===== src/rtl/mem_access_arbiter.sv =====
`default_nettype none
// ============================================================================
// Module   : mem_access_arbiter
// Purpose  : Shares the single RAM port between the instruction-fetch and the
//            data (load/store) requesters. Runs the MOV/MOC handshake, splits
//            doubleword accesses into two word beats, and rejects misaligned
//            or timed-out accesses with a one-cycle err pulse.
// Ports    : clk, reset (async, active-low)
//            if_req/if_addr -> if_done/if_rdata       fetch requester
//            d_req/d_rw/d_dl/d_addr/d_wdata
//                           -> d_done/d_rdata          data requester
//            err, busy                                 status
//            MOV/RW/DL/ram_addr/ram_wdata -> RAM, ram_rdata/MOC <- RAM
// Revision : 1.0 - initial release
// ============================================================================
module mem_access_arbiter #(
  parameter int unsigned TIMEOUT = 15
) (
  input  logic        clk,
  input  logic        reset,
  input  logic        if_req,
  input  logic [31:0] if_addr,
  output logic        if_done,
  output logic [31:0] if_rdata,
  input  logic        d_req,
  input  logic        d_rw,
  input  logic [1:0]  d_dl,
  input  logic [31:0] d_addr,
  input  logic [63:0] d_wdata,
  output logic        d_done,
  output logic [63:0] d_rdata,
  output logic        err,
  output logic        busy,
  output logic        MOV,
  output logic        RW,
  output logic [1:0]  DL,
  output logic [31:0] ram_addr,
  output logic [31:0] ram_wdata,
  input  logic [31:0] ram_rdata,
  input  logic        MOC
);

  localparam logic [2:0] c_IDLE    = 3'd0;
  localparam logic [2:0] c_ACC1    = 3'd1;
  localparam logic [2:0] c_GAP     = 3'd2;
  localparam logic [2:0] c_ACC2    = 3'd3;
  localparam logic [2:0] c_FIN     = 3'd4;
  localparam logic [1:0] c_DL_WORD = 2'b10;
  localparam logic [1:0] c_DL_DW   = 2'b11;
  localparam logic [7:0] c_TO_LAST = 8'(TIMEOUT - 1);

  logic [2:0]  r_state;
  logic [2:0]  w_next;
  logic        r_is_data;
  logic        r_rw;
  logic [1:0]  r_dl;
  logic [31:0] r_addr;
  logic [63:0] r_wdata;
  logic [7:0]  r_cnt;
  logic        r_err;
  logic [31:0] r_if_rdata;
  logic [63:0] r_d_rdata;

  logic w_req;
  logic w_misaligned;
  logic w_grant;
  logic w_bad;
  logic w_in_acc;
  logic w_dword;
  logic w_timeout;

  // Requests are not sampled during an err pulse: the rejected requester is
  // still holding its request while it observes err.
  assign w_req = (d_req | if_req) & ~r_err;

  // Alignment of whichever request wins the fixed priority (data first).
  always_comb begin
    w_misaligned = 1'b0;
    if (d_req) begin
      case (d_dl)
        2'b01:   w_misaligned = d_addr[0];
        2'b10:   w_misaligned = |d_addr[1:0];
        2'b11:   w_misaligned = |d_addr[2:0];
        default: w_misaligned = 1'b0;
      endcase
    end else begin
      w_misaligned = |if_addr[1:0];
    end
  end

  assign w_grant   = (r_state == c_IDLE) & w_req & ~w_misaligned;
  assign w_bad     = (r_state == c_IDLE) & w_req & w_misaligned;
  assign w_in_acc  = (r_state == c_ACC1) | (r_state == c_ACC2);
  assign w_dword   = (r_dl == c_DL_DW);
  // A MOC arriving on the last allowed cycle still completes the beat.
  assign w_timeout = w_in_acc & ~MOC & (r_cnt == c_TO_LAST);

  // State register
  always_ff @(posedge clk or negedge reset) begin
    if (!reset) r_state <= c_IDLE;
    else        r_state <= w_next;
  end

  // Next-state logic
  always_comb begin
    w_next = r_state;
    case (r_state)
      c_IDLE: if (w_grant) w_next = c_ACC1;
      c_ACC1: begin
        if (MOC)            w_next = w_dword ? c_GAP : c_FIN;
        else if (w_timeout) w_next = c_IDLE;
      end
      c_GAP:  w_next = c_ACC2;
      c_ACC2: begin
        if (MOC)            w_next = c_FIN;
        else if (w_timeout) w_next = c_IDLE;
      end
      c_FIN:  w_next = c_IDLE;
      default: w_next = c_IDLE;
    endcase
  end

  // Grant latch, timeout counter, error pulse and read-data capture
  always_ff @(posedge clk or negedge reset) begin
    if (!reset) begin
      r_is_data  <= 1'b0;
      r_rw       <= 1'b1;
      r_dl       <= 2'b00;
      r_addr     <= '0;
      r_wdata    <= '0;
      r_cnt      <= '0;
      r_err      <= 1'b0;
      r_if_rdata <= '0;
      r_d_rdata  <= '0;
    end else begin
      r_err <= w_bad | w_timeout;

      if (w_grant) begin
        r_is_data <= d_req;
        r_rw      <= d_req ? d_rw : 1'b1;
        r_dl      <= d_req ? d_dl : c_DL_WORD;
        r_addr    <= d_req ? d_addr : if_addr;
        r_wdata   <= d_req ? d_wdata : '0;
      end

      // Counts consecutive MOC-low cycles; cleared outside the access states
      // so each beat starts from zero.
      if (w_in_acc && !MOC) r_cnt <= r_cnt + 8'd1;
      else                  r_cnt <= '0;

      if (w_in_acc && MOC && r_rw) begin
        if (!r_is_data) begin
          r_if_rdata <= ram_rdata;
        end else if (r_state == c_ACC2) begin
          r_d_rdata[31:0] <= ram_rdata;
        end else begin
          case (r_dl)
            2'b00:   r_d_rdata <= {56'h0, ram_rdata[7:0]};
            2'b01:   r_d_rdata <= {48'h0, ram_rdata[15:0]};
            2'b10:   r_d_rdata <= {32'h0, ram_rdata};
            default: r_d_rdata[63:32] <= ram_rdata;
          endcase
        end
      end
    end
  end

  // Output logic
  always_comb begin
    MOV       = w_in_acc;
    busy      = (r_state != c_IDLE);
    if_done   = (r_state == c_FIN) & ~r_is_data;
    d_done    = (r_state == c_FIN) & r_is_data;
    err       = r_err;
    RW        = r_rw;
    DL        = w_dword ? c_DL_WORD : r_dl;
    ram_addr  = (r_state == c_ACC2) ? (r_addr + 32'd4) : r_addr;
    // Doubleword writes send the upper word first, then the lower word.
    ram_wdata = (w_dword && (r_state != c_ACC2)) ? r_wdata[63:32] : r_wdata[31:0];
    if_rdata  = r_if_rdata;
    d_rdata   = r_d_rdata;
  end

endmodule
`default_nettype wire

===== config.mk =====
export PLATFORM = sky130hd
export DESIGN_NAME = mem_access_arbiter
export DESIGN_NICKNAME = d
export VERILOG_FILES = /design/src/rtl/mem_access_arbiter.sv
export SDC_FILE = /design/constraint.sdc
export NUM_CORES = 1
export LEC_CHECK = 0
export CORE_ASPECT_RATIO = 1.25
export CORE_UTILIZATION = 50
export DETAILED_ROUTE_END_ITERATION = 8
export MAX_ROUTING_LAYER = met4
export PLACE_DENSITY = 0.88
export SYNTH_ARGS = -nofsm -noshare
export SYNTH_HDL_FRONTEND = slang
export SYNTH_SLANG_ARGS = --single-unit

===== constraint.sdc =====
create_clock -name clk -period 3.6 [get_ports clk]
set_input_delay 0.36 -clock clk [delete_from_list [all_inputs] [get_ports clk]]
set_output_delay 0.36 -clock clk [all_outputs]
set_load 0.1 [all_outputs]

* Word-level counts from Yosys, hierarchy flattened
Cells that the tools add are included.
** Word-level totals
- Bits in registers :: 208
- Input bits :: 168
- Logic and storage cells :: 77
** Cells by class
- Add/subtract/negate cells :: 2
- Eq/ne operators :: 13
- Muxes and demuxes :: 19
- Bitwise logic cells :: 16
- Reductions and logical operators :: 16
** Operators with widths (count)
- 2-to-1 mux 32 bit :: 5
- case mux 32 bit (3 select lines) :: 1
- 2-to-1 mux 64 bit :: 1
- adder 32 x 3 -> 32 bit, second input constant :: 1
- 2-to-1 mux 3 bit :: 5
- case mux 3 bit (4 select lines) :: 1
- adder 8 x 1 -> 8 bit, second input constant :: 1
- bitwise AND 1 bit :: 8
- == test 2 bit, second input constant :: 4
- == test 8 x 4 -> 1 bit, second input constant :: 1
- 2-to-1 mux 8 bit :: 1
- == test 3 x 2 -> 1 bit, second input constant :: 2
- AND reduction 3 bit :: 2
- OR reduction 3 bit :: 2
- NOT 1 bit :: 5
- == test 2 x 1 -> 1 bit, second input constant :: 2
- logical AND 1 bit :: 4
- 2-to-1 mux 2 bit :: 2
- nonzero test 4 bit :: 1
- OR reduction 2 bit :: 2
- == test 3 x 1 -> 1 bit, second input constant :: 1
- == test 3 bit, second input constant :: 1
- logical NOT 3 bit :: 1
- != test 3 x 2 -> 1 bit, second input constant :: 1
- other kinds (8) :: 11

* Longest topological paths before layout
Gate-level depths: netlist of the first run.
- Word-level depth :: 7
- Gate-level depth with buffers :: 8
- Gate-level depth less buffers :: 6

* Worst setup path after synthesis of the first run
Ideal clock, no wire load.
- Path type :: register to output
- Start point :: reg r_state[0]
- End point :: out d_done
- Data arrival time :: 3.624 ns
- Required time :: 3.240 ns
- Path slack :: -0.384 ns
- Stages on the path, launching flop included :: 3
- Cells stage by stage :: dfrtp_1 -> buf_6 -> nor4b_1
** On the way
- Word-level cells in the longest chain between the ends :: 2
** RTL lines
- from (decl) :: RTL line 52 : logic [2:0] r_state;
- from (signal assigned) :: RTL line 100 : if (!reset) r_state <= c_IDLE;
- from (signal assigned) :: RTL line 101 : else r_state <= w_next;
- == test 3 bit :: RTL line 173 : d_done = (r_state == c_FIN) & r_is_data;
- bitwise AND 1 bit :: RTL line 173
- to (decl) :: RTL line 30 : output logic d_done,
Every way passes these cells.

* Final worst setup path of the first run
- Start point :: reg r_state[1]
- End point :: out ram_addr[31]
** On the way
- Word-level cells in the longest chain between the ends :: 2
** RTL lines
- == test 3 x 2 -> 1 bit :: RTL line 177 : ram_addr = (r_state == c_ACC2) ? (r_addr + 32'd4) : r_addr;
- 2-to-1 mux 32 bit :: RTL line 177
- to (decl) :: RTL line 37 : output logic [31:0] ram_addr,
Every way passes these cells.

==> impl_metrics.tcl, run 1 <==
set metrics [dict create \
    ys_types 44 \
    cts_sinks 208 \
    clockBufferDepth 3 \
    crit_buf_inv 1 \
    totalWireLength_mm 27.8 \
    yosysWarnings 0 \
    dieHeight_um 160 \
    synth_fp_nets 1139 \
    cts_resized 0 \
    arrival_ns 2.98 \
    ys_seq_area_frac 0.524 \
    worstPathMaxFanout 8 \
    clk_latency_ns 0.50 \
    period_minus_slack_ns 3.34 \
    ant_nets 0 \
    core_area_sq_um 19500 \
    htreeDepth 1 \
    cp-end-kind "output port" \
    grt_pass1_wl_mm 43.8 \
    antenna_found_initial 1 \
    dp_hpwl_mm 20.2 \
    grt_pass1_vias 8475 \
    port_buffers 335 \
    ys_seq_elements 208 \
    root_buffer "clkbuf_16" \
    avgSynthCellArea_sq_um 10.3 \
    die_area_sq_um 20400 \
    clk_pin_slew_ns 0.06 \
    grt_overflow 0 \
    cp_cell_sequence "nand3b_1 -> nor4b_1 -> nor4bb_1 -> xor2_1 -> buf_12" \
    rows 57 \
    crit_type "reg -> out" \
    tritoncts "done" \
    drc_errors 0 \
    grt_usage 0.283 \
    path_delay_family "simple AND/OR/NAND/NOR gates" \
    worstSetupStartpointType "flop" \
    cts_buffers 21 \
    initial_core_util 0.510 \
    die_w_um 128 \
    synth.cell_area_sq_um 9930 \
    syn_to_final_growth_pct 43.2 \
    required_ns 3.24 \
    hold_viol 0 \
    drt_pass1_iterations 5 \
    gp_congestion 0.824 \
    nets 1448 \
    max_slew_margin 0.273 \
    synth_cells 963 \
    first_iter_violations 425 \
    synth_ff_type "dfrtp_1" \
    drive_gt1_frac 0.156 \
    wire_per_inst_um 17.9 \
    fmax_mhz 299 \
    final.fill_count 1318 \
    io_pins 336 \
    worst_slew_pin_slew_ns 1.09 \
    cap_violations 0 \
    min_period_over_period 0.928 \
    cpPeakStageDelay_ns 0.72 \
    hold_path_class "in -> reg" \
    fin_setup_tns_ns 0 \
    synth-edff-count 0 \
    clock_skew_ns 0.0147 \
    cpMaxStageDelayCell "nor4b_1" \
    vias_per_cell 5.23 \
    grt_max_degree 93 \
    rsz0062_at_grt "no" \
    vias 8121 \
    final_max_slew_viol_count 0 \
    synthArstFlopShare 1.00 \
    setup_violations 0 \
    status "complete, no violations" \
]
cell usage after synthesis (10+ instances only):
cell type	number	area [sq um]
nand2_1	217	815
dfrtp_1	207	5180
o21ai_0	98	490
mux2_2	80	901
inv_1	74	278
mux2i_1	72	721
clkbuf_1	36	135
xor2_1	22	193
mux2_1	20	225
nor2_1	14	52.6
xnor2_1	13	114
nand3_1	12	60.1
nand4_1	11	68.8
nor4_1	10	62.6
cells by family after synthesis:
logic type                 count (synthesis)  share of synthesized area
xor gates and xnor gates                  35                     0.0309
AOI/OAI and AO/OA                        107                     0.0561
and+or+nand+nor                          299                      0.131
buffers and inverters                    134                     0.0620
muxes                                    172                      0.186
adders and majority gates                  8                     0.0101
DFF                                      208                      0.524
per-layer routing:
layer | wire, um | global-route usage | part of all wire | up-vias
met4 | 1080 | 0.110 | 0.039 | 0
met2 | 14300 | 0.493 | 0.51 | 342
met1 | 10300 | 0.313 | 0.37 | 3918
met3 | 2160 | 0.0635 | 0.078 | 62
met5 | 0 | - | 0 | -
li1 | - | - | - | 3799
stage by stage:
step           cells  hold WS (ns)  cell area (sq um)  setup slack, ns   util
2_1_floorplan    963        0.0644               9940           0.0164      -
3_3_place_gp    1513         0.461              13500            0.915  0.695
3_5_place_dp    1513         0.469              13500            0.846  0.695
4_1_cts         1552         0.319              14200            0.276  0.730
5_1_grt         1553         0.331              14200           0.0666  0.730
6_report        1553         0.326              14200            0.258  0.730
placed cells by master (no fill, tap or decap), types with 11 or more instances in the layout:
| cell | n |
|---|---|
| mux2_2 | 80 |
| nor2_1 | 14 |
| mux2i_1 | 72 |
| mux2_1 | 20 |
| buf_12 | 23 |
| clkdlybuf4s50_1 | 267 |
| nand2_1 | 216 |
| xor2_1 | 22 |
| nand4_1 | 11 |
| o21ai_0 | 98 |
| nand3_1 | 12 |
| xnor2_1 | 13 |
| clkbuf_16 | 21 |
| buf_4 | 54 |
| inv_1 | 74 |
| dfrtp_1 | 207 |
layout make-up:
type	instances	area (sq um)	share of cell area
diodes	1	2.50	0.000176
clock buffers	28	572	0.0402
clock inverters	10	111	0.00783
inverters	74	278	0.0195
multi-input cells	621	4160	0.292
flip-flops and latches	208	5210	0.366
well taps	265	332	0.0233
repair buffers	346	3560	0.251
worst min-delay path, stage by stage:
cell and delay [ns]:
buf_4 0.24, nand2_1 0.11, mux2i_1 0.06
repair_timing:
action	in CTS	in global routing
hold endpoints to repair	90	0
setup endpoints to repair	0	0
hold buffers	1	0
buffers inserted	0	0
registers in the layout (all words and copies together) (netlist names):
name	count
r_is_data	1
r_dl	2
r_cnt	8
r_addr	32
err	1
r_state	3
if_rdata	32
r_wdata	64
RW	1
d_rdata	64
worst paths after layout:
path | start | endpoint | slack, ns | cells after the start
worst min register to register | d_rdata[53] | d_rdata[53] | 0.48 | 2
min in group asynchronous | reset | d_rdata[4] | 0.50 | 2
max in group asynchronous | reset | RW | 2.10 | 3
worst max register to register | r_state[0] | r_addr[31] | 1.11 | 5
worst max-delay path | r_state[1] | ram_addr[31] | 0.26 | 5
worst min-delay path | d_req | r_wdata[28] | 0.33 | 3
Power of run 1 is left out: the tool's default activity adds up to more than one toggle a clock period on the data nets, which glitch-free logic cannot reach.
==> inputs of run 2 (changes only) <==
--- a/config.mk
+++ b/config.mk
@@ -6,10 +6,10 @@
 export NUM_CORES = 1
 export LEC_CHECK = 0
 export CORE_ASPECT_RATIO = 1.25
-export CORE_UTILIZATION = 50
+export CORE_UTILIZATION = 24
 export DETAILED_ROUTE_END_ITERATION = 8
 export MAX_ROUTING_LAYER = met4
-export PLACE_DENSITY = 0.88
+export PLACE_DENSITY = 0.49
 export SYNTH_ARGS = -nofsm -noshare
 export SYNTH_HDL_FRONTEND = slang
 export SYNTH_SLANG_ARGS = --single-unit
==> run 2 against run 1 <==
  * Cell count rose by 19%
  * Maximum frequency rose by 0.56%
  * Hold slack got worse by 0.038 ns
  * Clock skew rose by 0.0031 ns
  * Sequential share of layout area fell by 1.3 points
  * Design area rose by 3.6%
  * Core utilization fell by 37 points
  * Register-to-register slack barely moved
  * Non-clock buffer count rose by 6
  * Sequential cell count did not move
  * Critical endpoint unchanged
  * Largest cell class unchanged
  * Highest routed layer unchanged
==> impl_metrics.tcl, run 2 (synthesized netlist as in run 1, its figures left out) <==
set metrics [dict create \
    final_max_slew_viol_count 0 \
    gp_congestion 0.777 \
    cpPeakStageDelay_ns 0.57 \
    arrival_ns 2.96 \
    setup_violations 0 \
    port_buffers 335 \
    post-route-util 0.364 \
    drive_gt1_frac 0.161 \
    dp_hpwl_mm 22.5 \
    rr_worst_depth 5 \
    worstPathMaxFanout 8 \
    rsz0062_at_grt "no" \
    layout_common_cells "clkdlybuf4s50_1, nand2_1, dfrtp_1" \
    max_slew_margin 0.287 \
    drt_pass1_iterations 4 \
    dieHeight_um 229 \
    vias_per_cell 4.26 \
    cts_sinks 208 \
    wire_per_inst_um 17.0 \
    grt_max_degree 99 \
    clk_latency_ns 0.54 \
    totalWireLength_mm 31.2 \
    grt_pass1_wl_mm 48.1 \
    hold_path_class "in -> reg" \
    vias 7846 \
    required_ns 3.24 \
    cpMaxStageDelayCell "nor4b_2" \
    clockBufferDepth 3 \
    worstSetupStartpointType "flop" \
    rows 82 \
    drc_errors 0 \
    core_area_sq_um 40400 \
    crit_type "reg -> out" \
    path_delay_family "simple AND/OR/NAND/NOR gates" \
    reg2reg_from "r_state[1]" \
    crit_cells 5 \
    cp_cell_sequence "nand3b_1 -> nor4b_2 -> nor4bb_1 -> xor2_1 -> buf_12" \
    grt_overflow 0 \
    r2r_slack_ns 1.12 \
    initial_core_util 0.246 \
    htreeDepth 1 \
    die_w_um 184 \
    clk_pin_slew_ns 0.06 \
    syn_to_final_growth_pct 48.3 \
    mostFrequentLayoutCell "clkdlybuf4s50_1" \
    clock_skew_ns 0.0178 \
    die_area_sq_um 42200 \
    hold_viol 0 \
    regToRegEndpoint "r_addr[13]" \
    period_minus_slack_ns 3.32 \
    fin_setup_tns_ns 0 \
    cp-end-kind "output port" \
    tritoncts "done" \
    cap_violations 0 \
    grt_usage 0.152 \
    holdPathStages 3 \
    nets 1458 \
    min_period_over_period 0.923 \
    startpoint "r_state[1]" \
    ant_nets 0 \
    io_pins 336 \
    status "complete, no violations" \
    cts_buffers 25 \
    first_iter_violations 226 \
    antenna_found_initial 0 \
    fmax_mhz 301 \
    endpoint "ram_addr[31]" \
    root_buffer "clkbuf_16" \
    final.fill_count 4169 \
    grt_pass1_vias 8220 \
    worst_slew_pin_slew_ns 1.07 \
    insertedDiodeCount 0 \
    crit_buf_inv 1 \
]
==> run 2: how the worst min path moves through the flow <==
stage,slack (ns),end,startpoint
after floorplan,0.06,d_rdata[0],reset
after global placement,0.45,r_wdata[34],reset
after detailed placement,0.45,r_wdata[34],reset
after CTS,0.28,r_wdata[59],d_req
after global routing,0.32,r_wdata[59],d_req
final,0.29,r_wdata[59],d_req
==> run 2: final cells by class <==
class | instances | area, sq um | area share
multi-input combinational | 621 | 4160 | 0.283
timing repair buffer | 352 | 3660 | 0.248
sequential | 208 | 5210 | 0.353
clock inverter | 5 | 35.0 | 0.00238
clock buffer | 36 | 707 | 0.0480
inverter | 74 | 278 | 0.0189
tap | 546 | 683 | 0.0464
==> run 2: what timing repair did <==
| action | CTS | global route |
|---|---|---|
| buffers inserted | 0 | 0 |
| endpoints found under the setup margin | 1 | 0 |
| hold endpoints to repair | 94 | 0 |
| hold buffers | 1 | 0 |
| resized for setup | 1 | 0 |
==> run 2: worst reg2reg max path, stage by stage, from the launching register on <==
cell	delay, ns
dfrtp_1	0.49
or3_4	0.40
or3_1	0.45
a21oi_4	0.22
buf_12	0.37
mux2_1	0.44
==> run 2: per-layer routing <==
layer | vias up | part of all wire | GRT usage
met4 | 0 | 0.019 | 0.0391
met2 | 260 | 0.48 | 0.255
met3 | 39 | 0.081 | 0.0444
met1 | 3716 | 0.42 | 0.177
li1 | 3831 | - | -
met5 | - | 0 | -
==> run 2: per-stage QoR <==
stage               cell area [sq um]  std cells  worst slack (ns)  hold slack, ns
finish                          14700       1842             0.277           0.288
CTS                             14700       1842             0.183           0.282
global route                    14700       1842            0.0224           0.324
floorplan                        9940        963            0.0164          0.0644
global placement                14000       1800             0.580           0.450
detailed placement              14000       1800             0.611           0.452
Power of run 2 is left out for the same reason.
